===== config.mk =====
export PLATFORM = sky130hd
export DESIGN_NAME = mux_scan_n
export DESIGN_NICKNAME = d
export VERILOG_FILES = /design/src/rtl/mux_pkg.sv /design/src/rtl/mux_n_comb.sv /design/src/rtl/mux_scan_n.sv
export SDC_FILE = /design/constraint.sdc
export NUM_CORES = 1
export LEC_CHECK = 0
export CORE_AREA = 2 2 42 73
export CTS_CLUSTER_DIAMETER = 200
export CTS_CLUSTER_SIZE = 24
export DETAILED_ROUTE_END_ITERATION = 8
export DIE_AREA = 0 0 44 75
export DONT_BUFFER_PORTS = 1
export PLACE_DENSITY = 0.62
export SYNTH_ARGS = -nofsm -noshare
export SYNTH_HDL_FRONTEND = slang
export SYNTH_SLANG_ARGS = --single-unit

===== constraint.sdc =====
create_clock -name clock -period 2.5 [get_ports clock]
set_input_delay 0.5 -clock clock [delete_from_list [all_inputs] [get_ports clock]]
set_output_delay 0.5 -clock clock [all_outputs]
set_load 0.1 [all_outputs]

===== src/rtl/mux_pkg.sv =====
// Shared types and helpers for the mux_scan_n selector family.
package mux_pkg;

    typedef enum logic [1:0] {
        IDLE = 2'd0,
        HOLD = 2'd1,
        SCAN = 2'd2
    } state_e;

    // Channels past the populated range read as this bit replicated across the width.
    localparam logic FILL_BIT = 1'b1;

    function automatic int sel_width(input int n);
        return (n <= 2) ? 1 : $clog2(n);
    endfunction

endpackage


===== src/rtl/mux_n_comb.sv =====
// Purely combinational CHANNELS-to-1 selector; unpopulated select codes return all-ones.
module mux_n_comb
    import mux_pkg::*;
#(
    parameter int BITS     = 4,
    parameter int CHANNELS = 8,
    parameter int SEL_W    = 3
) (
    input  logic [CHANNELS*BITS-1:0] data_i,
    input  logic [SEL_W-1:0]         sel_i,
    output logic [BITS-1:0]          data_o
);

    always_comb begin
        // NOTE: default assigned before the loop so every path drives data_o (no latch).
        data_o = {BITS{FILL_BIT}};
        for (int k = 0; k < CHANNELS; k++) begin
            if (sel_i == SEL_W'(k)) begin
                data_o = data_i[k*BITS +: BITS];
            end
        end
    end

endmodule


===== src/rtl/mux_scan_n.sv =====
// Registered N-channel selector with valid/ready output, manual capture and auto-scan.
// Optional MUX_SCAN_MASK_EN adds chan_mask; scan then skips channels whose mask bit is 0.
module mux_scan_n
    import mux_pkg::*;
#(
    parameter int  BITS     = 4,
    parameter int  CHANNELS = 8,
    parameter int  DWELL    = 4,
    localparam int SEL_W    = sel_width(CHANNELS)
) (
    input  logic                     clock,
    input  logic                     reset_n,
    input  logic [CHANNELS*BITS-1:0] data_in,
    input  logic [SEL_W-1:0]         sel_in,
    input  logic                     mode,
    input  logic                     load,
    input  logic                     enable,
`ifdef MUX_SCAN_MASK_EN
    input  logic [CHANNELS-1:0]      chan_mask,
`endif
    input  logic                     out_ready,
    output logic [BITS-1:0]          out_data,
    output logic [SEL_W-1:0]         out_sel,
    output logic                     out_valid,
    output logic                     wrap
);

    localparam int               DW_W      = sel_width(DWELL);
    localparam logic [SEL_W-1:0] LAST_IDX  = SEL_W'(CHANNELS - 1);
    localparam logic [DW_W-1:0]  DWELL_END = DW_W'(DWELL - 1);

    state_e           state_q, state_d;
    logic [BITS-1:0]  out_data_q, out_data_d;
    logic [SEL_W-1:0] out_sel_q, out_sel_d;
    logic             out_valid_q, out_valid_d;
    logic             wrap_q, wrap_d;
    logic [SEL_W-1:0] scan_idx_q, scan_idx_d;
    logic [DW_W-1:0]  dwell_q, dwell_d;

    logic             slot;
    logic             capture;
    logic [SEL_W-1:0] mux_sel;
    logic [BITS-1:0]  mux_data;
    logic [SEL_W-1:0] next_idx;
    logic             step_wraps;
    logic             scan_cap_ok;

    // A slot exists when the register is empty or is being drained this cycle.
    assign slot    = !out_valid_q || out_ready;
    assign mux_sel = (state_q == SCAN) ? scan_idx_q : sel_in;

    mux_n_comb #(
        .BITS     (BITS),
        .CHANNELS (CHANNELS),
        .SEL_W    (SEL_W)
    ) u_mux (
        .data_i (data_in),
        .sel_i  (mux_sel),
        .data_o (mux_data)
    );

`ifdef MUX_SCAN_MASK_EN
    // Returns {wrapped, index} of the next enabled channel after idx, searching circularly.
    function automatic logic [SEL_W:0] next_enabled(input logic [SEL_W-1:0]    idx,
                                                    input logic [CHANNELS-1:0] mask);
        logic [SEL_W:0] res;
        logic           found;
        int             pos;
        res   = {1'b0, idx};
        found = 1'b0;
        for (int k = 1; k <= CHANNELS; k++) begin
            pos = int'(idx) + k;
            if (!found && mask[pos % CHANNELS]) begin
                found = 1'b1;
                res   = {pos >= CHANNELS, SEL_W'(pos % CHANNELS)};
            end
        end
        return res;
    endfunction

    assign {step_wraps, next_idx} = next_enabled(scan_idx_q, chan_mask);
    assign scan_cap_ok            = chan_mask[scan_idx_q];
`else
    assign next_idx    = (scan_idx_q == LAST_IDX) ? '0 : scan_idx_q + SEL_W'(1);
    assign step_wraps  = (scan_idx_q == LAST_IDX);
    assign scan_cap_ok = 1'b1;
`endif

    always_comb begin
        state_d     = state_q;
        out_data_d  = out_data_q;
        out_sel_d   = out_sel_q;
        out_valid_d = out_valid_q && !out_ready;
        wrap_d      = 1'b0;
        scan_idx_d  = scan_idx_q;
        dwell_d     = dwell_q;
        capture     = 1'b0;

        case (state_q)
            IDLE: begin
                if (!mode && load) begin
                    capture = slot;
                    state_d = HOLD;
                end else if (mode && enable) begin
                    state_d = SCAN;
                    dwell_d = '0;
                end
            end
            HOLD: begin
                capture = load && slot;
                if (mode) begin
                    state_d = SCAN;
                    dwell_d = '0;
                end
            end
            SCAN: begin
                // Without a slot at the dwell boundary everything waits, so no channel is skipped.
                if (enable) begin
                    if (dwell_q != DWELL_END) begin
                        dwell_d = dwell_q + DW_W'(1);
                    end else if (slot) begin
                        capture    = scan_cap_ok;
                        dwell_d    = '0;
                        scan_idx_d = next_idx;
                        wrap_d     = step_wraps;
                    end
                end
                if (!mode) begin
                    state_d = HOLD;
                end
            end
            default: state_d = IDLE;
        endcase

        if (capture) begin
            out_data_d  = mux_data;
            out_sel_d   = mux_sel;
            out_valid_d = 1'b1;
        end
    end

    // NOTE: sequential state uses non-blocking assignments so every register samples pre-edge values.
    always_ff @(posedge clock or negedge reset_n) begin
        if (!reset_n) begin
            state_q     <= IDLE;
            out_data_q  <= '0;
            out_sel_q   <= '0;
            out_valid_q <= 1'b0;
            wrap_q      <= 1'b0;
            scan_idx_q  <= '0;
            dwell_q     <= '0;
        end else begin
            state_q     <= state_d;
            out_data_q  <= out_data_d;
            out_sel_q   <= out_sel_d;
            out_valid_q <= out_valid_d;
            wrap_q      <= wrap_d;
            scan_idx_q  <= scan_idx_d;
            dwell_q     <= dwell_d;
        end
    end

    assign out_data  = out_data_q;
    assign out_sel   = out_sel_q;
    assign out_valid = out_valid_q;
    assign wrap      = wrap_q;

    // A held, unconsumed value must not change until the consumer takes it.
    assert property (@(posedge clock) disable iff (!reset_n)
        (out_valid_q && !out_ready) |=> (out_valid_q && $stable(out_data_q) && $stable(out_sel_q)));

    assert property (@(posedge clock) disable iff (!reset_n)
        scan_idx_q <= LAST_IDX);

endmodule


==> results of run 1 <==
[placed cells by master (no fill, tap or decap), types with 2 or more instances in the layout]
cell type and n:
sky130_fd_sc_hd__dfrtp_1 15, sky130_fd_sc_hd__nand2_1 13, sky130_fd_sc_hd__nor2_1 11, sky130_fd_sc_hd__inv_1 7
sky130_fd_sc_hd__o22ai_1 7, sky130_fd_sc_hd__buf_4 7, sky130_fd_sc_hd__mux2i_1 6, sky130_fd_sc_hd__a211oi_1 6
sky130_fd_sc_hd__o21ai_0 4, sky130_fd_sc_hd__clkbuf_8 4, sky130_fd_sc_hd__mux2_2 3, sky130_fd_sc_hd__nand2b_1 3
sky130_fd_sc_hd__a31oi_1 3, sky130_fd_sc_hd__a22o_1 3, sky130_fd_sc_hd__o221ai_1 3, sky130_fd_sc_hd__o31a_1 3
sky130_fd_sc_hd__a2bb2oi_1 3, sky130_fd_sc_hd__o31ai_1 3, sky130_fd_sc_hd__o211ai_1 3, sky130_fd_sc_hd__ha_1 3
sky130_fd_sc_hd__or2b_2 2, sky130_fd_sc_hd__nor3_1 2, sky130_fd_sc_hd__and4bb_2 2, sky130_fd_sc_hd__nand3b_1 2
sky130_fd_sc_hd__a21oi_1 2
[logic make-up (layout without fill, tap and decap cells)]
| family | after synthesis | count (layout) | share of synthesized area |
|---|---|---|---|
| compound gates | 52 | 52 | 0.2986 |
| simple gates | 50 | 50 | 0.2373 |
| flops | 16 | 16 | 0.3062 |
| buf+inv | 13 | 19 | 0.05741 |
| mux | 9 | 9 | 0.07177 |
| fa+ha+maj | 3 | 3 | 0.02871 |
[synth_stat cells (2+ instances only)]
cell type,number,area (µm²)
sky130_fd_sc_hd__and4bb_2,2,25.02
sky130_fd_sc_hd__a31oi_1,3,18.77
sky130_fd_sc_hd__a22o_1,3,26.28
sky130_fd_sc_hd__buf_4,2,15.01
sky130_fd_sc_hd__nor3_1,2,10.01
sky130_fd_sc_hd__o211ai_1,3,22.52
sky130_fd_sc_hd__ha_1,3,37.54
sky130_fd_sc_hd__mux2i_1,6,60.06
sky130_fd_sc_hd__dfrtp_1,16,400.4
sky130_fd_sc_hd__or2b_2,2,17.52
sky130_fd_sc_hd__o21ai_0,4,20.02
sky130_fd_sc_hd__o22ai_1,7,43.79
sky130_fd_sc_hd__o31a_1,3,26.28
sky130_fd_sc_hd__inv_1,7,26.28
sky130_fd_sc_hd__nand3b_1,2,15.01
sky130_fd_sc_hd__a211oi_1,6,45.04
sky130_fd_sc_hd__nor2_1,11,41.29
sky130_fd_sc_hd__nand2b_1,3,18.77
sky130_fd_sc_hd__o221ai_1,3,26.28
sky130_fd_sc_hd__mux2_2,3,33.78
sky130_fd_sc_hd__a21oi_1,2,10.01
sky130_fd_sc_hd__nand2_1,13,48.80
sky130_fd_sc_hd__o31ai_1,3,22.52
sky130_fd_sc_hd__a2bb2oi_1,3,26.28
[cell type report]
cell class | instances | share of cell area
multi-input cells | 114 | 0.5895
flip-flops and latches | 16 | 0.2846
inverters | 7 | 0.01862
repair buffers | 8 | 0.04433
well taps | 27 | 0.02394
clock buffers | 4 | 0.03901
[final timing paths]
kind	from	endpoint	slack, ns	depth (start not counted)
worst min-delay path	mode	state_q[0]	0.31	1
worst max-delay path	state_q[0]	out_data[1]	0.30	5
min in group asynchronous	reset_n	out_data[0]	0.77	1
max in group asynchronous	reset_n	state_q[1]	1.20	1
worst min register to register	dwell_q[1]	dwell_q[1]	0.56	1
worst max register to register	state_q[0]	out_data[1]	0.30	5
[flip-flops by register name, indices dropped and copies added, names as in the netlist]
name and flops:
dwell_q 2, out_data 4, out_sel 3, out_valid 1, scan_idx_q 3, state_q 2, wrap 1
[power groups by stage]
stage	combinational (W)	clock [W]	sequential [W]
floorplan	0.000200	0	0.000657
global placement	0.000316	0	0.000622
detailed placement	0.000322	0	0.000625
CTS	0.000330	0.000234	0.000620
global route	0.000362	0.000251	0.000628
finish	0.000331	0.000227	0.000620
[timing repair]
action | in CTS | in global routing
hold buffers | 1 | 0
hold endpoints to repair | 16 | 0
resized for setup | 0 | 1
endpoints found under the setup margin | 0 | 1
[metal layers]
metal | vias up | part of all wire | track usage
met1 | 547 | 0.35 | 0.2279
met3 | 16 | 0.073 | 0.04317
met5 | - | 0 | 0
met2 | 63 | 0.52 | 0.4199
li1 | 571 | - | -
met4 | 0 | 0.054 | 0.1549
[stage by stage]
stage	hold slack (ns)	area (µm²)
CTS	0.3071	1410
detailed placement	0.2048	1345
global placement	0.2047	1345
floorplan	0.2044	1308
global route	0.2961	1411
finish	0.3118	1411
==> results.txt, run 1 <==
The run finished with clean final reports. The weighted congestion reported at the end of routability-driven placement is 1.024. VDD sags by at most 0.4331 mV. The sequential fraction of design power came out at 0.527.

After clock tree synthesis, the setup repair step added 0 buffers. The post-placement worst setup slack was 0.3131 ns. For this run, the top clock speed supported by timing is 454.6 MHz.

The routed wire length per instance is 20.63 µm, and the final-layout fill cell count is 255. Clock tree synthesis found a total of 16 sinks. The completed layout was analyzed and its total power is 0.001177 W.

TritonCTS built the clock tree. The analysis attributes to net switching a power of 0.0005861 W. The first-pass GRT wire length came out at 5533 µm. The tools report the worst setup slack after layout as 0.3005 ns. The tools report the remaining number of nets flagged by the antenna check after routing as 0. The relative slew slack came out at 0.3963. Synthesis produced 143 cells. The total area inside the core boundary comes to 0.002690 mm². The critical path contains buffers and inverters numbering 0 combined.

The final layout contains 194 nets. Total power divided by cell area: 834.3 mW/mm². The number of DRC markers after the initial detailed-route iteration is 50.

The clock arrives with 0.003973 ns of skew. The run gives 0.3062 as the sequential-to-total area share from yosys stat. The tree is rooted in a sky130_fd_sc_hd__clkbuf_8. 50 I/O pins were placed. The minimum clock period after layout is 2.200 ns, and the share of synthesized flip-flops with an asynchronous set or reset is 1.000. The number of nets in the synthesized netlist is 187. Family with the most delay on the worst path: compound AO/OA/AOI/OAI gates. The path class of the tightest hold or removal check is input port to register. Counting flops with a built-in enable in the synthesized netlist gives 0. The combinational fraction of design power was 0.281; the die boundary height was 75 µm. Summing all multi-input logic gate instances after layout gives 832.0 µm². From synthesis to final layout, the design area changed by 7.942%. In this run the worst path has a maximum fanout of 18. For this design, the slowest cell found on the critical path is sky130_fd_sc_hd__dfrtp_1. Proportion of layout cells with a drive suffix above 1: 0.1946. Internal power comes to 0.0005914 W. For this run, the detailed router's first-pass iteration total came to 4. The die covers 0.003300 mm². The final standard cell count with taps included and fillers excluded was 176. Among all flip-flop cells after synthesis, the most frequent one is sky130_fd_sc_hd__dfrtp_1.

The post-synthesis register bit count works out to 16. The overall routed net length is 3631 µm, and the DRC violation count after routing is 0. Walking the worst path, the cells encountered are nand2b_1 > a21boi_0 > a22o_1 > o31a_1 > o31ai_1.

For the number of global-route vias before repair, the log shows 1189. Buffers placed on the I/O ports in this run total 0. The number of antenna diodes in the final layout is 0. In this run the static leakage power is 0.6003 nW.

For this run, the slowest stage of the critical path takes 0.60 ns. The final cycle utilization of the critical path is 0.8798. The number of different library cells used by synthesis comes to 55. Setup violations remaining at the end of the flow were counted as 0. Across the whole layout, storage elements account for 401.6 µm². Summing every instance area after synthesis gives 0.001308 mm².

STA classifies the critical path startpoint as a register. At the pin with the least slew margin, the transition time is 0.9056 ns. At the later pin of the worst-skew pair, clock insertion delay measures 0.24 ns. Net switching fraction of the power: 0.4978. The total grt overflow is 0, and the average size of a mapped cell is 9.143 µm². The capturing element type of the critical path was a register. For the required time reported for the critical path endpoint, the log shows 2.65 ns.

Setup repair after global routing left no endpoint under its margin. For the worst setup path, the data arrival time is 2.35 ns. The critical path class is register to register. The clock passes through at most 2 buffers. The warning count from the yosys run was 0. The global router's overall resource usage is 0.2304, and the estimated wirelength of the detail-placed design is 2942 µm.

The floorplan has 25 rows. Clock slew seen by the registers of the worst setup and hold paths: 0.07 ns. The hold violation total from the final report came out at 0. Across all layers, the routed design uses 1197 vias. The clock group share of total power was 0.193. The run gives 1 as the maximum level of the CTS H-tree. TritonCTS created 3 clock buffers. The die span in x is 44 µm, and the instance count after placement with tap cells included is 171. The total negative slack was 0 ns; the reported max-cap violation count was 0. The largest net degree at the start of global routing is 19. The end-of-flow core utilization is 0.5247, and the initial cell density of the core is 0.4860.

The number of antenna violations at the first check in global routing was 0; the final max-slew violation count was 0. The number of vias per cell after detailed routing is 6.801.
(Power assumes the default switching activity.)
==> run 2: changes to the inputs <==
- ABC_AREA: default -> 1
- CAP_MARGIN: default -> 20
- CORE_AREA: 2 2 42 73 -> 2 2 41 71
- DIE_AREA: 0 0 44 75 -> 0 0 43 73
- PLACE_DENSITY: 0.62 -> 0.61
==> results.txt, run 2 <==
The final cycle utilization of the critical path was 0.8152; the final max-slew violation count was 0. The first global-routing pass estimated 4505 µm of wire. The largest clock skew in the final design was 0.001784 ns. The proportion of layout cells with a drive suffix above 1 was 0.1848. The die span in x was 43 µm; the number of buffers created by CTS was 3.

Using the TritonRoute via totals, the vias-per-cell ratio works out to 5.318. The hold violation total from the final report was 0; the relative slew slack was 0.3924. Overall routed net length: 2842 µm.

The cell count after synthesis came out at 175. In the routed design, unresolved DRC markers number 0. The final route contains 1122 vias.

The wire-length estimate of the detail-placed layout is 2331 µm. The path class of the lowest-slack min-delay path is input port to register. The sequential-to-total area share from yosys stat was 0.3269; the mapped cell area was 0.001225 mm². The library cell used as clock root buffer is sky130_fd_sc_hd__clkbuf_8.

During placement, the flow inserted port buffers numbering 0. In this run, synthesis inferred 0 flip-flops with an integrated enable. The smallest clock period supported by the final layout is computed as 2.038 ns.

The worst setup path is captured at a register. The run gives 0 as the reported max-cap violation count. For this run, the leading register cell type out of synthesis is sky130_fd_sc_hd__dfrtp_1. In this run the vertical extent of the chip is 73 µm.

The repair_antennas step left the layout with diodes totalling 0. Setup repair after global routing left no endpoint under its margin. Data arrives at the worst endpoint at 2.18 ns.

Entering global routing, the biggest net connects 17 pins. The number of cells on the worst reg-to-reg path is 9. Global routing finished with a remaining overflow of 0.

The total power divided by cell area works out to 1479 mW/mm². Sorting the synthesized cells by how often they occur yields sky130_fd_sc_hd__nand2_1 (51), sky130_fd_sc_hd__inv_1 (25), sky130_fd_sc_hd__dfrtp_1 (16). The logs give 0.1897 for the global router's overall resource usage and 490.7 MHz for the fmax. After floorplanning, the core was sized to cover 0.002628 mm².

After clock tree synthesis, the clock-pin slew on the worst setup and hold paths is 0.06 ns. The total iterations of the first detailed-routing run is 4. The tools report the nature of the critical path startpoint as a register.

The run gives 229 as the net count reported at finish. The row count came out at 25. The clock latency on the worst-skew pair was 0.25 ns. Along the worst path, the maximum fanout reaches 12.

The number of antenna violations at the first check in global routing was 0. The run gives 29 as the count of distinct cell types in the synthesized netlist. For this design, the sink count on the clock tree is 16.

TritonCTS built the clock tree. The worst register-to-register path begins at state_q[0]. Counting instances, the worst hold path has a depth of 2.

Dominant cell type by area after synthesis: sky130_fd_sc_hd__dfrtp_1. Summing all placed instances gives a cell area of 0.001277 mm². The flip-flop count of the largest register, all copies and words added was 4. The tools report the required time reported for the critical path endpoint as 2.64 ns. The die covers 0.003139 mm².

The tools report the worst hold path startpoint as mode. The count of hold buffers inserted by post-cts repair was 1. A synthesized cell averages 7.000 µm². The share of synthesized flip-flops with an asynchronous set or reset was 1.000.

The maximum level of the CTS H-tree is 1. Warning count from the yosys run: 0. The count of endpoints failing setup in the final report is 0. The most common cell after layout, fill and taps aside was sky130_fd_sc_hd__nand2_1. The run gives 219 as the post-synthesis net count. The worst setup path startpoint is state_q[0]. Across the VDD grid, the largest voltage drop is 0.8192 mV. The number of setup buffers added after CTS is 0. The run gives 0.4662 as the initial cell density of the core. The tools report the remaining number of nets flagged by the antenna check after routing as 0. The run finished with clean final reports.

The longest clock path from root to sink contains 2 buffers. The count of cells resized by post-cts repair came out at 0. At the pin with the least slew margin, the transition time is 0.9114 ns.

The number of global-route vias before repair is 1006. For this design, the slowest cell found on the critical path is sky130_fd_sc_hd__o21ai_2. Routability-driven placement finished with a final weighted congestion of 0.8307. The detailed router finished its first iteration with 32 violations. For the final routed database, the setup TNS stands at 0 ns.

The post-synthesis register bit count came out at 16. The critical path goes through inv_2 > nand2_4 > o21ai_2 > nand3_2 > or2_0 > nand3_1 > nor3_1 > nand4_1 > nand2_1. By instance count, the leading cell after synthesis is sky130_fd_sc_hd__nand2_1.

The area share of the largest cell type after synthesis was 0.3269; the final design area excluding fillers was 0.001343 mm². Relative to the synthesized area, the layout overhead comes to 9.602%. Ranked by total cell area, the synthesized netlist is headed by sky130_fd_sc_hd__dfrtp_1 (33%), sky130_fd_sc_hd__nand2_1 (16%), sky130_fd_sc_hd__inv_1 (7.7%), sky130_fd_sc_hd__a21oi_1 (4.9%), sky130_fd_sc_hd__nand2_2 (4.1%). Pin placement for this block handled 50 I/O pins. For the leakage dissipation, the log shows 0.7191 nW.

The biggest cell delay along the critical path works out to 0.46 ns. The top cell types in the final layout, fill and taps aside, are sky130_fd_sc_hd__nand2_1 (51), sky130_fd_sc_hd__inv_1 (25), sky130_fd_sc_hd__dfrtp_1 (16). The routed wire length per instance works out to 13.47 µm. Critical path class: register to register.
-- run 2: cell types whose count changed in the layout (fill, tap and decap cells not counted), moves of 7 or more --
cell / change
sky130_fd_sc_hd__nand2_2: +8
sky130_fd_sc_hd__nand3_1: +9
sky130_fd_sc_hd__inv_1: +18
sky130_fd_sc_hd__a21oi_1: +10
sky130_fd_sc_hd__nand2_1: +38
sky130_fd_sc_hd__o22ai_1: -7
-- run 2: layout make-up --
type | count | area [µm²]
sequential | 16 | 400.4
tap | 27 | 33.78
inverter | 29 | 110.1
timing repair buffer | 8 | 62.56
fill | 266 | 1285
clock buffer | 4 | 55.05
multi-input combinational | 127 | 680.7
-- run 2: path summary, 6_finish.rpt --
path / to / slack [ns]
min reg2reg: dwell_q[1] / 0.49
min in group asynchronous: state_q[0] / 0.76
max reg2reg: out_data[0] / 0.46
min: state_q[1] / 0.43
max: out_data[0] / 0.46
max in group asynchronous: out_sel[1] / 1.28
-- run 2: power breakdown --
group          switching (W)  internal, W  leakage [nW]
sequential          0.000320     0.000364         0.196
clock              0.0000872     0.000140        0.0288
combinational       0.000763     0.000311         0.494
total                0.00117     0.000815         0.719
-- run 2: logic make-up after synthesis --
kind of cell,count (synthesis),share of synthesized area
compound gates,23,0.1042
fa+ha+maj,3,0.03065
buf+inv,32,0.1175
flops,16,0.3269
mux,1,0.009192
simple gates,100,0.4116
-- run 2: critical path, delay by kind of cell (launching register included) --
family	cells	cell delay, ns
AOI/OAI and AO/OA	1	0.46
buffers and inverters	1	0.17
DFF	1	0.45
and+or+nand+nor	7	0.84
-- run 2: metrics by stage --
stage	setup slack, ns	util	hold slack [ns]	total power, W	std cells
after floorplan	0.5726	-	0.2044	0.001555	175
after global placement	0.5729	0.4862	0.2050	0.001734	206
after detailed placement	0.4836	0.4862	0.2049	0.001762	206
after CTS	0.4684	0.5110	0.4301	0.002000	211
after global routing	0.3002	0.5110	0.4377	0.002147	211
final	0.4620	0.5110	0.4307	0.001986	211
-- run 2: layer usage --
layer,vias to the layer above,GRT usage,wire length (µm)
met4,0,0.07071,34
li1,574,-,-
met1,504,0.2208,1065
met5,-,0,0
met3,4,0.03465,173
met2,40,0.3384,1568
